`src/rtl/axi2mem_b_tracker_pkg.sv`:
```
// Shared types for the AXI write-response tracker: B response encodings,
// the tracker FSM state enum and a small response classification helper.
package axi2mem_pkg;

  typedef logic [1:0] resp_t;

  localparam resp_t RESP_OKAY   = 2'b00;
  localparam resp_t RESP_EXOKAY = 2'b01;
  localparam resp_t RESP_SLVERR = 2'b10;
  localparam resp_t RESP_DECERR = 2'b11;

  typedef enum logic [1:0] {
    ST_RUN     = 2'd0,
    ST_DRAIN   = 2'd1,
    ST_DRAINED = 2'd2
  } state_e;

  // SLVERR and DECERR are the only encodings that flag an error.
  function automatic logic is_err_resp(resp_t r);
    return (r == RESP_SLVERR) || (r == RESP_DECERR);
  endfunction

endpackage

```
`src/rtl/axi2mem_b_tracker_cnt.sv`:
```
// Saturating up/down counter, range 0..MAX_COUNT. inc and dec in the same
// cycle cancel out; the count never wraps in either direction.
module axi2mem_b_tracker_cnt #(
  parameter int unsigned MAX_COUNT = 8,
  localparam int unsigned CW       = $clog2(MAX_COUNT + 1)
) (
  input  logic          clk_i,
  input  logic          rst_ni,
  input  logic          inc_i,
  input  logic          dec_i,
  output logic [CW-1:0] count_o,
  output logic          zero_o
);

  logic [CW-1:0] count_d, count_q;

  function automatic logic [CW-1:0] sat_step(logic [CW-1:0] c, logic inc, logic dec);
    if (inc && !dec && (c < CW'(MAX_COUNT))) return c + 1'b1;
    if (dec && !inc && (c != '0))            return c - 1'b1;
    return c;
  endfunction

  // Next count with saturation at both ends.
  always_comb begin
    count_d = sat_step(count_q, inc_i, dec_i);
  end

  // Count register.
  always_ff @(posedge clk_i or negedge rst_ni) begin
    if (!rst_ni) count_q <= '0;
    else         count_q <= count_d;
  end

  assign count_o = count_q;
  assign zero_o  = (count_q == '0);

endmodule

```
`src/rtl/axi2mem_b_tracker.sv`:
```
// AXI write-response tracker: counts outstanding AW transactions, gates new
// AWs at the outstanding limit or while draining, matches B responses,
// reports completions and sticky error / unexpected-response flags.
// Optional feature macro: AXI2MEM_B_TRACKER_PER_ID_EN adds one counter per
// AXI ID so that a B only matches an AW of the same ID.
module axi2mem_b_tracker
  import axi2mem_pkg::*;
#(
  parameter int unsigned ID_WIDTH        = 4,
  parameter int unsigned USER_WIDTH      = 6,
  parameter int unsigned MAX_OUTSTANDING = 8,
  localparam int unsigned CNT_W          = $clog2(MAX_OUTSTANDING + 1)
) (
  input  logic                  clk_i,
  input  logic                  rst_ni,
  input  logic                  aw_valid_i,
  input  logic [ID_WIDTH-1:0]   aw_id_i,
  output logic                  aw_ready_o,
  output logic                  aw_valid_o,
  input  logic                  aw_ready_i,
  input  logic                  b_valid_i,
  input  resp_t                 b_resp_i,
  input  logic [ID_WIDTH-1:0]   b_id_i,
  input  logic [USER_WIDTH-1:0] b_user_i,
  output logic                  b_ready_o,
  output logic                  done_valid_o,
  output logic [ID_WIDTH-1:0]   done_id_o,
  output resp_t                 done_resp_o,
  output logic [USER_WIDTH-1:0] done_user_o,
  output logic [CNT_W-1:0]      outstanding_o,
  output logic                  err_o,
  output logic                  unexpected_o,
  input  logic                  clear_i,
  input  logic                  drain_req_i,
  output logic                  drained_o
);

  state_e                state_q;
  logic                  drained_q;
  logic                  b_ready_q;
  logic [CNT_W-1:0]      total_cnt;
  logic                  total_zero;
  logic                  gate_open;
  logic                  aw_hs;
  logic                  b_hs;
  logic                  b_matched;

  logic                  done_valid_d, done_valid_q;
  logic [ID_WIDTH-1:0]   done_id_d,    done_id_q;
  resp_t                 done_resp_d,  done_resp_q;
  logic [USER_WIDTH-1:0] done_user_d,  done_user_q;
  logic                  err_d,        err_q;
  logic                  unexp_d,      unexp_q;

  // rst_ni is folded in so the downstream AW valid/ready are forced low
  // while reset is held, not just after the next clock edge.
  assign gate_open  = rst_ni && (state_q == ST_RUN) &&
                      (total_cnt < CNT_W'(MAX_OUTSTANDING));
  assign aw_valid_o = aw_valid_i && gate_open;
  assign aw_ready_o = aw_ready_i && gate_open;
  assign aw_hs      = aw_valid_o && aw_ready_i;
  assign b_hs       = b_valid_i && b_ready_q;

  axi2mem_b_tracker_cnt #(
    .MAX_COUNT (MAX_OUTSTANDING)
  ) u_total_cnt (
    .clk_i   (clk_i),
    .rst_ni  (rst_ni),
    .inc_i   (aw_hs),
    .dec_i   (b_hs && b_matched),
    .count_o (total_cnt),
    .zero_o  (total_zero)
  );

`ifdef AXI2MEM_B_TRACKER_PER_ID_EN
  localparam int unsigned NUM_IDS = 1 << ID_WIDTH;

  logic [CNT_W-1:0]   id_cnt  [NUM_IDS];
  logic [NUM_IDS-1:0] id_zero;

  for (genvar g = 0; g < NUM_IDS; g++) begin : g_id_cnt
    axi2mem_b_tracker_cnt #(
      .MAX_COUNT (MAX_OUTSTANDING)
    ) u_id_cnt (
      .clk_i   (clk_i),
      .rst_ni  (rst_ni),
      .inc_i   (aw_hs && (aw_id_i == ID_WIDTH'(g))),
      .dec_i   (b_hs && b_matched && (b_id_i == ID_WIDTH'(g))),
      .count_o (id_cnt[g]),
      .zero_o  (id_zero[g])
    );
  end

  assign b_matched = !id_zero[b_id_i];
`else
  assign b_matched = !total_zero;
`endif

  // Completion capture and sticky flags; a set in the same cycle as a clear wins.
  always_comb begin
    done_valid_d = b_hs;
    done_id_d    = done_id_q;
    done_resp_d  = done_resp_q;
    done_user_d  = done_user_q;
    if (b_hs) begin
      done_id_d   = b_id_i;
      done_resp_d = b_resp_i;
      done_user_d = b_user_i;
    end
    err_d   = err_q;
    unexp_d = unexp_q;
    if (clear_i) begin
      err_d   = 1'b0;
      unexp_d = 1'b0;
    end
    if (b_hs && is_err_resp(b_resp_i)) err_d   = 1'b1;
    if (b_hs && !b_matched)            unexp_d = 1'b1;
  end

  // Completion, flag and B-ready registers.
  always_ff @(posedge clk_i or negedge rst_ni) begin
    if (!rst_ni) begin
      done_valid_q <= 1'b0;
      done_id_q    <= '0;
      done_resp_q  <= RESP_OKAY;
      done_user_q  <= '0;
      err_q        <= 1'b0;
      unexp_q      <= 1'b0;
      b_ready_q    <= 1'b0;
    end else begin
      done_valid_q <= done_valid_d;
      done_id_q    <= done_id_d;
      done_resp_q  <= done_resp_d;
      done_user_q  <= done_user_d;
      err_q        <= err_d;
      unexp_q      <= unexp_d;
      b_ready_q    <= 1'b1;
    end
  end

  // Drain FSM with drained_o registered alongside the state.
  always_ff @(posedge clk_i or negedge rst_ni) begin
    if (!rst_ni) begin
      state_q   <= ST_RUN;
      drained_q <= 1'b0;
    end else begin
      unique case (state_q)
        ST_RUN: begin
          if (drain_req_i) state_q <= ST_DRAIN;
        end
        ST_DRAIN: begin
          if (!drain_req_i) begin
            state_q <= ST_RUN;
          end else if (total_zero) begin
            state_q   <= ST_DRAINED;
            drained_q <= 1'b1;
          end
        end
        ST_DRAINED: begin
          if (!drain_req_i) begin
            state_q   <= ST_RUN;
            drained_q <= 1'b0;
          end
        end
        default: begin
          state_q   <= ST_RUN;
          drained_q <= 1'b0;
        end
      endcase
    end
  end

  assign b_ready_o     = b_ready_q;
  assign done_valid_o  = done_valid_q;
  assign done_id_o     = done_id_q;
  assign done_resp_o   = done_resp_q;
  assign done_user_o   = done_user_q;
  assign outstanding_o = total_cnt;
  assign err_o         = err_q;
  assign unexpected_o  = unexp_q;
  assign drained_o     = drained_q;

endmodule

```
`config.mk`:
```
export PLATFORM = sky130hd
export DESIGN_NAME = axi2mem_b_tracker
export DESIGN_NICKNAME = d
export VERILOG_FILES = /design/src/rtl/axi2mem_b_tracker_pkg.sv /design/src/rtl/axi2mem_b_tracker_cnt.sv /design/src/rtl/axi2mem_b_tracker.sv
export SDC_FILE = /design/constraint.sdc
export NUM_CORES = 1
export LEC_CHECK = 0
export CORE_MARGIN = 5
export CORE_UTILIZATION = 43
export CTS_BUF_LIST = sky130_fd_sc_hd__clkbuf_8
export DETAILED_ROUTE_END_ITERATION = 8
export GPL_ROUTABILITY_DRIVEN = 0
export PLACE_DENSITY = 0.82
export SETUP_SLACK_MARGIN = 0.5
export SLEW_MARGIN = 20
export SYNTH_ARGS = -nofsm -noshare
export SYNTH_HDL_FRONTEND = slang
export SYNTH_SLANG_ARGS = --single-unit
```
`constraint.sdc`:
```
create_clock -name clk_i -period 2.3 [get_ports clk_i]
set_input_delay 0.46 -clock clk_i [delete_from_list [all_inputs] [get_ports clk_i]]
set_output_delay 0.46 -clock clk_i [all_outputs]
set_load 0.01 [all_outputs]
```
== After elaboration in Yosys (flattened, before gate mapping) ==
Index checks and enable logic that the tools add are counted.
Storage, ports and cells
  flip-flop bits (word level): 23
  bits of input ports: 23
  logic and storage cells: 67
  output and inout port bits: 23
  memories kept: 0
  bits in writable memories: 0
  latch bits: 0
  ROM bits: 0
Cells by class
  magnitude comparators: 1
  $mul: 0
  multiplexer cells: 19
  reductions and logical operators: 25
  div/mod/pow operators: 0
  bitwise operators: 1
  add/subtract/negate cells: 2
  equal/unequal tests: 9
  shift operators: 0
Operators with widths (count)
  4-bit 2-to-1 mux: 4
  1-bit logical AND: 13
  1-bit 2-to-1 mux: 9
  2-bit 2-to-1 mux: 4
  2-bit != test, second input constant: 4
  2-bit == test, second input constant: 3
  2-bit case mux with 3 select lines: 1
  2-bit nonzero test: 3
  4-bit by 1-bit adder with 4-bit output, second input constant: 1
  4-bit zero test: 1
  4-bit less-than comparator, second input constant: 1
  4-bit AND reduction: 1
  4-bit nonzero test: 1
  4-bit by 1-bit subtractor with 4-bit output, second input constant: 1
  1-bit zero test: 3
  3-bit != test, second input constant: 1
  1-bit case mux with 3 select lines: 1
  3-bit AND reduction: 1
  2-bit by 1-bit == test with 1-bit output, second input constant: 1
  2-bit zero test: 1
  1-bit logical OR: 1
  1-bit NOT: 1

== Logic depth before layout (Yosys ltp) ==
Gate-level depths: netlist (run 1).
  word-level depth: 12
  gate-level depth with buffers: 6
  mapped depth without buffers: 6

== By module ==
A second synthesis (run 1) with hierarchy kept.
Unflattened totals
  cell total of the unflattened synthesis: 91
  area, all modules: 1106.1 um^2
Modules (own cells, without submodules)
  axi2mem_b_tracker: instances 1, seq. area each 475.5 um^2, cells an instance 54, area an instance 774.5 um^2
  axi2mem_b_tracker_cnt: instances 1, seq. area each 100.1 um^2, cells an instance 37, area an instance 331.6 um^2

== Worst setup path before layout (run 1) ==
Ideal clock, no wire load.
  kind: reg2reg
  from: register u_total_cnt.count_q[1], in the netlist u_total_cnt.count_o[1]
  to: register u_total_cnt.count_q[3], in the netlist u_total_cnt.count_o[3]
  stages on the path, launching flop included: 7
  path buffers: 0
  arrival time: 1.678 ns
  path slack: 0.496 ns
  setup time: 0.126 ns
  data required time: 2.174 ns
  clock period less this slack: 1.804 ns
  cell sequence: dfrtp_1 -> inv_1 -> ha_1 -> nor3b_1 -> nor2_1 -> and3_1 -> a221o_1
Between the ends
  cells in the longest elaborated chain, start to end: 10
  elaborated cells between the ends (all ways): 24
  those cells by class: add/sub (2); order compare (1); mux (7); reduce/logical (14)
RTL lines
  start, declared: line axi2mem_b_tracker_cnt.sv:15  | logic [CW-1:0] count_d, count_q;
  start signal, assigned: line axi2mem_b_tracker_cnt.sv:31  | else count_q <= count_d;
  4-bit less-than comparator: line axi2mem_b_tracker_cnt.sv:18, axi2mem_b_tracker.sv:58
  1-bit logical AND: line axi2mem_b_tracker.sv:57  | assign gate_open = rst_ni && (state_q == ST_RUN) &&
  1-bit logical AND: line axi2mem_b_tracker.sv:59  | assign aw_valid_o = aw_valid_i && gate_open;
  1-bit logical AND: line axi2mem_b_tracker.sv:61  | assign aw_hs = aw_valid_o && aw_ready_i;
  1-bit zero test: line axi2mem_b_tracker_cnt.sv:19  | if (dec && !inc && (c != '0)) return c - 1'b1;
  1-bit logical AND (2 in series): line axi2mem_b_tracker_cnt.sv:19
  4-bit 2-to-1 mux or 1-bit 2-to-1 mux (tied branches): line axi2mem_b_tracker_cnt.sv:19
  4-bit 2-to-1 mux or 1-bit 2-to-1 mux (tied branches): line axi2mem_b_tracker_cnt.sv:20, axi2mem_b_tracker_cnt.sv:19
  4-bit 2-to-1 mux or 2-bit nonzero test (tied branches)
Parallel ways exist; a longest one is shown, timed or not. The select of a mux whose other input is x is not followed.
A chain may end at the register's enable or synchronous reset.

== Final worst setup path (run 1) ==
  from: register state_q[0]
  to: output port aw_valid_o
Between the ends
  cells in the longest elaborated chain, start to end: 4
RTL lines
  start, declared: line axi2mem_b_tracker.sv:38  | state_e state_q;
  start signal, assigned: line axi2mem_b_tracker.sv:144  | state_q <= ST_RUN;
  start signal, assigned: line axi2mem_b_tracker.sv:149  | if (drain_req_i) state_q <= ST_DRAIN;
  start signal, assigned: line axi2mem_b_tracker.sv:153  | state_q <= ST_RUN;
  2-bit zero test: line axi2mem_b_tracker.sv:57
  1-bit logical AND (2 in series): line axi2mem_b_tracker.sv:57
  1-bit logical AND: line axi2mem_b_tracker.sv:59
  end, declared: line axi2mem_b_tracker.sv:19  | output logic aw_valid_o,
Every way passes these cells.

==> results.md, run 1 <==
- Root Driver: clkbuf_8
- Drt wl/cell: 13.6 µm
- Pre-CTS setup slack: -42.8 ps
- Most used DFF post-synth: dfrtp_1
- Clk buf depth: 2
- FF+latch area: 583 µm²
- Fraction of the mapped netlist area in compound gates: 10.2%
- Syn Inst Count: 109
- Largest net degree at the start of global routing: 24
- Cell area after synthesis: 1050 µm²
- Htree depth: 1
- Vias post-DR: 950
- Worst setup startpoint: state_q[0]
- Share of cells above drive strength 1: 22.1%
- Initial DRT Pass Iterations: 4
- Seq/Total Area, Yosys: 54.8%
- # nets final: 189
- Pleak: 0.000761 µW
- Diode count: 0
- Worst vdd ir: 0.000622 V
- RSZ-0062 raised after global routing: true
- Cells after DPL: 182
- Max Clock Freq: 546 MHz
- Final min period: 1830 ps
- R2R depth: 7
- Syn_nets: 134
- Status: finished clean
- Total Routed Length: 2630 µm
- Global route overflow: 0
- Asr flop ratio synth: 100%
- Clk_skew: 2.39 ps
- Synth warnings: 0
- I/O pins: 46
- Final setup viols: 0
- Post-detail-place hpwl: 1890 µm
- Port Buffer Count: 41
- Num CTS Buffers: 3
- First-pass GRT wire length: 4310 µm
- # DRC: 0
- Post-synth EDFFs: 0
- Avg Inst Size Synth: 9.64 µm²
- Initial core utilization: 43.6%
- Die Ht: 59.4 µm
- Rows: 18
- TritonCTS clock tree: built
- Top cells by area, synth: dfrtp_1 55%, nand2_1 14%, a21oi_1 2.4%
- Final period util: 79.6%
- Slew Limit Fails: 0
- Initial antenna violation count: 0
- Max Cap Viol: 0
- Share of the synthesized area in the top cell type: 54.8%
- Area growth syn-to-layout: 57.7%
- Critical Path End Type: primary output
- Total power: 1250 µW
- Synth Register Bits: 23
- Final Non-Filler Cells: 193
- Yosys cell types: 30
- Critical Path Source Type: flop
- Post-Synth Simple-Gate Area: 25.7%
- Die area: 3530 µm²
- # clock sinks: 23
- Vias per cell: 4.92
- Final hold vios: 0
- Fillers: 199
- Critical R2R Launch: state_q[0]
- Area of the multi-input gates: 474 µm²
- Crit Path Class: flop to primary output
- Adder-Cell Fraction of Synth Area: 3.45%
- Worst Setup Slack, final: 470 ps
- Worst EP required: 1840 ps
- Worst-path fanout max: 2
- Final setup TNS: 0 ps
- Worst EP arrival: 1370 ps
- PwrDens: 752 nW/µm²
- Largest family of logic cells by synthesized area: simple AND/OR/NAND/NOR gates
- Reg clk slew, reported paths: 80 ps
- Mux cell area share after synthesis: 0.952%
- Antenna Violating Nets Remaining: 0
- Initial DRC Count: 12
- Total GRT Usage: 16.1%
- Core area: 2410 µm²
- Most frequent cell after synthesis: nand2_1
- Die X: 59.4 µm
- Post-Synth XOR/XNOR Area: 1.67%
- Area leader, netlist: dfrtp_1
- Vias in the first global route: 1007
- Clock Latency Late Sink: 260 ps
- Synth cell count leaders: 38 x nand2_1, 23 x dfrtp_1, 6 x inv_1
- Worst Hold Class: input pin to async pin
- Fin Hold WS: 311 ps
registers in the layout, summed over array words and instances, names as in the netlist:
signal / count
b_ready_o: 1
done_id_o: 4
done_resp_o: 2
done_user_o: 6
done_valid_o: 1
drained_o: 1
err_o: 1
state_q: 2
u_total_cnt.count_o: 4
unexpected_o: 1
per-stage QoR:
step	area [µm²]	util, %
after detailed placement	1530	63.3
after CTS	1620	67.3
final	1660	68.8
after global placement	1530	63.3
after floorplan	1060	-
after global routing	1660	68.8
power breakdown:
group | internal, µW | switching [µW]
combinational | 260 | 195
sequential | 475 | 74.1
clock | 119 | 124
cells by family (layout without fill, tap and decap cells):
logic type,Yosys count,count (layout)
simple gates,55,55
flops,23,23
compound gates,16,16
buf+inv,8,62
fa+ha+maj,3,3
xor+xnor,2,2
other cells,1,1
mux,1,1
critical path, stage by stage, from the launching register on:
cell and delay, ps:
dfrtp_2 430, nor4b_4 290, buf_4 150, and2_2 140, buf_6 100
final timing paths:
path,end,slack [ps]
setup / recovery,aw_valid_o,470
hold / removal,state_q[0],310
setup reg to reg,u_total_cnt.count_o[1],550
hold reg to reg,done_user_o[5],480
max in group asynchronous,u_total_cnt.count_o[0],1750
min in group clk_i,done_user_o[5],480
cell usage in the layout, fill, tap and decap left out, drive strengths merged, types with 3 or more instances in the layout:
master	count
a21oi	5
clkbuf	3
nand2	38
nand3	3
buf	12
inv	7
dfrtp	23
nor2	5
clkdlybuf4s50	36
per-layer routing:
| metal | track usage (%) | share of wire [%] | vias to the layer above |
|---|---|---|---|
| met5 | 0 | 0 | - |
| met4 | 8.09 | 2.6 | 0 |
| met3 | 3.92 | 8.4 | 7 |
| met2 | 27.6 | 47 | 35 |
| met1 | 18.5 | 42 | 439 |
| li1 | - | - | 469 |
cell type report:
class	count	share of cell area (%)
flip-flops and latches	23	35.2
repair buffers	52	29.9
multi-input cells	78	28.6
clock buffers	3	2.49
well taps	30	2.26
inverters	6	1.36
clock inverters	1	0.226
what timing repair did:
item / CTS / global route
resized for setup: 16 / 7
endpoints found under the setup margin: 5 / 5
buffers inserted: 5 / 2
hold buffers: 0 / 0
pin swaps: 1 / 1
Power figures use the tool's default switching activity.
==> inputs of run 2 (changes only) <==
Clock period 2.3 ns to 1.9 ns, I/O delays scaled along.
==> run 2 against run 1 <==
Flip-flop and latch count unchanged; design area increased by 6.0%; cell count increased by 4.1%; clock-buffer cell count unchanged; highest routed layer unchanged.
==> results.md, run 2 (synthesis gave the netlist of run 1 again) <==
- Largest register FFs: 6 (unchanged)
- Clk_skew: 2.41 ps (+0.0175 ps)
- Commonest non-fill, non-tap cell in the layout: nand2_1
- Htree depth: 1 (unchanged)
- Final setup TNS: 0 ps (unchanged)
- Max Cap Viol: 0 (unchanged)
- Root Driver: clkbuf_8
- Worst EP arrival: 1980 ps (+610 ps)
- Pre-CTS setup slack: -287 ps (-245 ps)
- Initial core utilization: 43.6% (unchanged)
- Diode count: 0 (unchanged)
- Initial antenna violation count: 0 (unchanged)
- Rows: 18 (unchanged)
- # nets final: 197 (+4.2%)
- Clk buf depth: 2 (unchanged)
- Total power: 1600 µW (+28%)
- Drt wl/cell: 13.8 µm (+1.1%)
- Critical Path End Type: flop
- Area growth syn-to-layout: 67.1%
- Total Routed Length: 2770 µm (+5.2%)
- Worst EP required: 2090 ps (+250 ps)
- PwrDens: 908 nW/µm² (+21%)
- Antenna Violating Nets Remaining: 0 (unchanged)
- Worst vdd ir: 0.000639 V (+2.7%)
- Slew Limit Fails: 0 (unchanged)
- First-pass GRT wire length: 4630 µm (+7.5%)
- I/O pins: 46 (unchanged)
- Clock Latency Late Sink: 250 ps (about the same)
- Vias in the first global route: 1084 (+7.6%)
- Critical Path Source Type: flop
- Initial DRC Count: 18 (+6)
- Most frequent cells in the layout: 38 x nand2_1, 19 x dlygate4sd2_1, 18 x dfrtp_1, 17 x clkdlybuf4s50_1, 14 x buf_4
- Die area: 3530 µm² (unchanged)
- Vias post-DR: 1021 (+7.5%)
- Cells after DPL: 185 (+1.6%)
- Global route overflow: 0 (unchanged)
- Post-detail-place hpwl: 1880 µm (-0.59%)
- Die Ht: 59.4 µm (unchanged)
- Reg clk slew, reported paths: 80 ps (about the same)
- Worst Setup Slack, final: 109 ps (-360 ps)
- Cts-stage hold buffer count: 0 (unchanged)
- Final period util: 94.2%
- Final Non-Filler Cells: 201 (+4.1%)
- Worst Hold Class: input pin to async pin
- Die X: 59.4 µm (unchanged)
- RSZ-0062 raised after global routing: true
- Share of cells above drive strength 1: 29.8% (+7.7 points)
- Final min period: 1790 ps
- Final setup viols: 0 (unchanged)
- Worst-path fanout max: 5 (+3)
- Vias per cell: 5.08 (+3.2%)
- Initial DRT Pass Iterations: 4 (unchanged)
- Crit Path Class: flop to flop
- Largest net degree at the start of global routing: 24 (unchanged)
- # DRC: 0 (unchanged)
- Num CTS Buffers: 3 (unchanged)
- R2R depth: 9 (+2)
- Port Buffer Count: 41 (unchanged)
- Status: finished clean
- Fin Hold WS: 243 ps (-68.2 ps)
- Core area: 2410 µm² (unchanged)
- Final hold vios: 0 (unchanged)
- Pleak: 0.000857 µW (+13%)
- Max Clock Freq: 558 MHz
- TritonCTS clock tree: built
- Total GRT Usage: 17.0% (+0.92 points)
- # clock sinks: 23 (unchanged)
-- run 2: cell count changes in the layout (fill, tap and decap cells not counted), sizes merged --
cell / delta
clkinv: +1
inv: -1
clkdlybuf4s50: -19
clkbuf: +1
buf: +10
dlymetal6s2s: -1
dlygate4sd2: +17
-- run 2: per-layer routing --
metal / track usage [%] / vias to the layer above / wire (µm)
li1: - / 482 / -
met1: 19.3 / 481 / 1090
met2: 30.3 / 52 / 1390
met3: 5.88 / 6 / 259
met4: 4.53 / 0 / 29
met5: 0 / - / 0
-- run 2: power breakdown --
| part | total, µW | internal [µW] | leakage, µW | switching (µW) |
|---|---|---|---|---|
| Combinational | 661 | 356 | 0.000558 | 305 |
| Clock | 290 | 146 | 0.0000255 | 144 |
| Sequential | 645 | 574 | 0.000273 | 70.1 |
-- run 2: metrics by stage --
step           instance area (µm²)  utilization (%)
5_1_grt                       1760             72.9
4_1_cts                       1700             70.4
3_5_place_dp                  1580             65.4
2_1_floorplan                 1080                -
3_3_place_gp                  1580             65.4
6_report                      1760             72.9
-- run 2: final timing paths --
| check | to | slack (ps) | startpoint |
|---|---|---|---|
| max | u_total_cnt.count_o[3] | 110 | state_q[1] |
| min | state_q[0] | 240 | rst_ni |
| max reg2reg | u_total_cnt.count_o[3] | 110 | state_q[1] |
| min reg2reg | done_user_o[4] | 470 | done_user_o[4] |
| max in group asynchronous | u_total_cnt.count_o[3] | 1420 | rst_ni |
| min in group clk_i | done_user_o[4] | 470 | done_user_o[4] |
-- run 2: repair_timing --
item,in CTS,in global routing
buffers inserted,10,2
setup endpoints to repair,28,13
pin swaps,5,5
resized for setup,43,12
-- run 2: worst max-delay path: stages (launching register included) --
cell     delay [ps]
dfrtp_2         430
nor4b_4         310
buf_4           160
buf_6            80
buf_6            90
nand3_4         100
buf_4           150
buf_4           140
a31oi_4         130
a221o_1         130
-- run 2: layout make-up --
| cell class | instances | area [µm²] |
|---|---|---|
| Clock buffer | 3 | 41.3 |
| Clock inverter | 1 | 5.00 |
| Fill cell | 197 | 653 |
| Inverter | 6 | 25.0 |
| Multi-Input combinational cell | 78 | 519 |
| Sequential cell | 23 | 582 |
| Tap cell | 30 | 37.5 |
| Timing Repair Buffer | 60 | 547 |
==> inputs of run 3 (changes only) <==
Settings changed: HOLD_SLACK_MARGIN set to 0.03.
==> results of run 3 <==
Same layout as run 2: the final DEF is identical, and so are final timing and power.
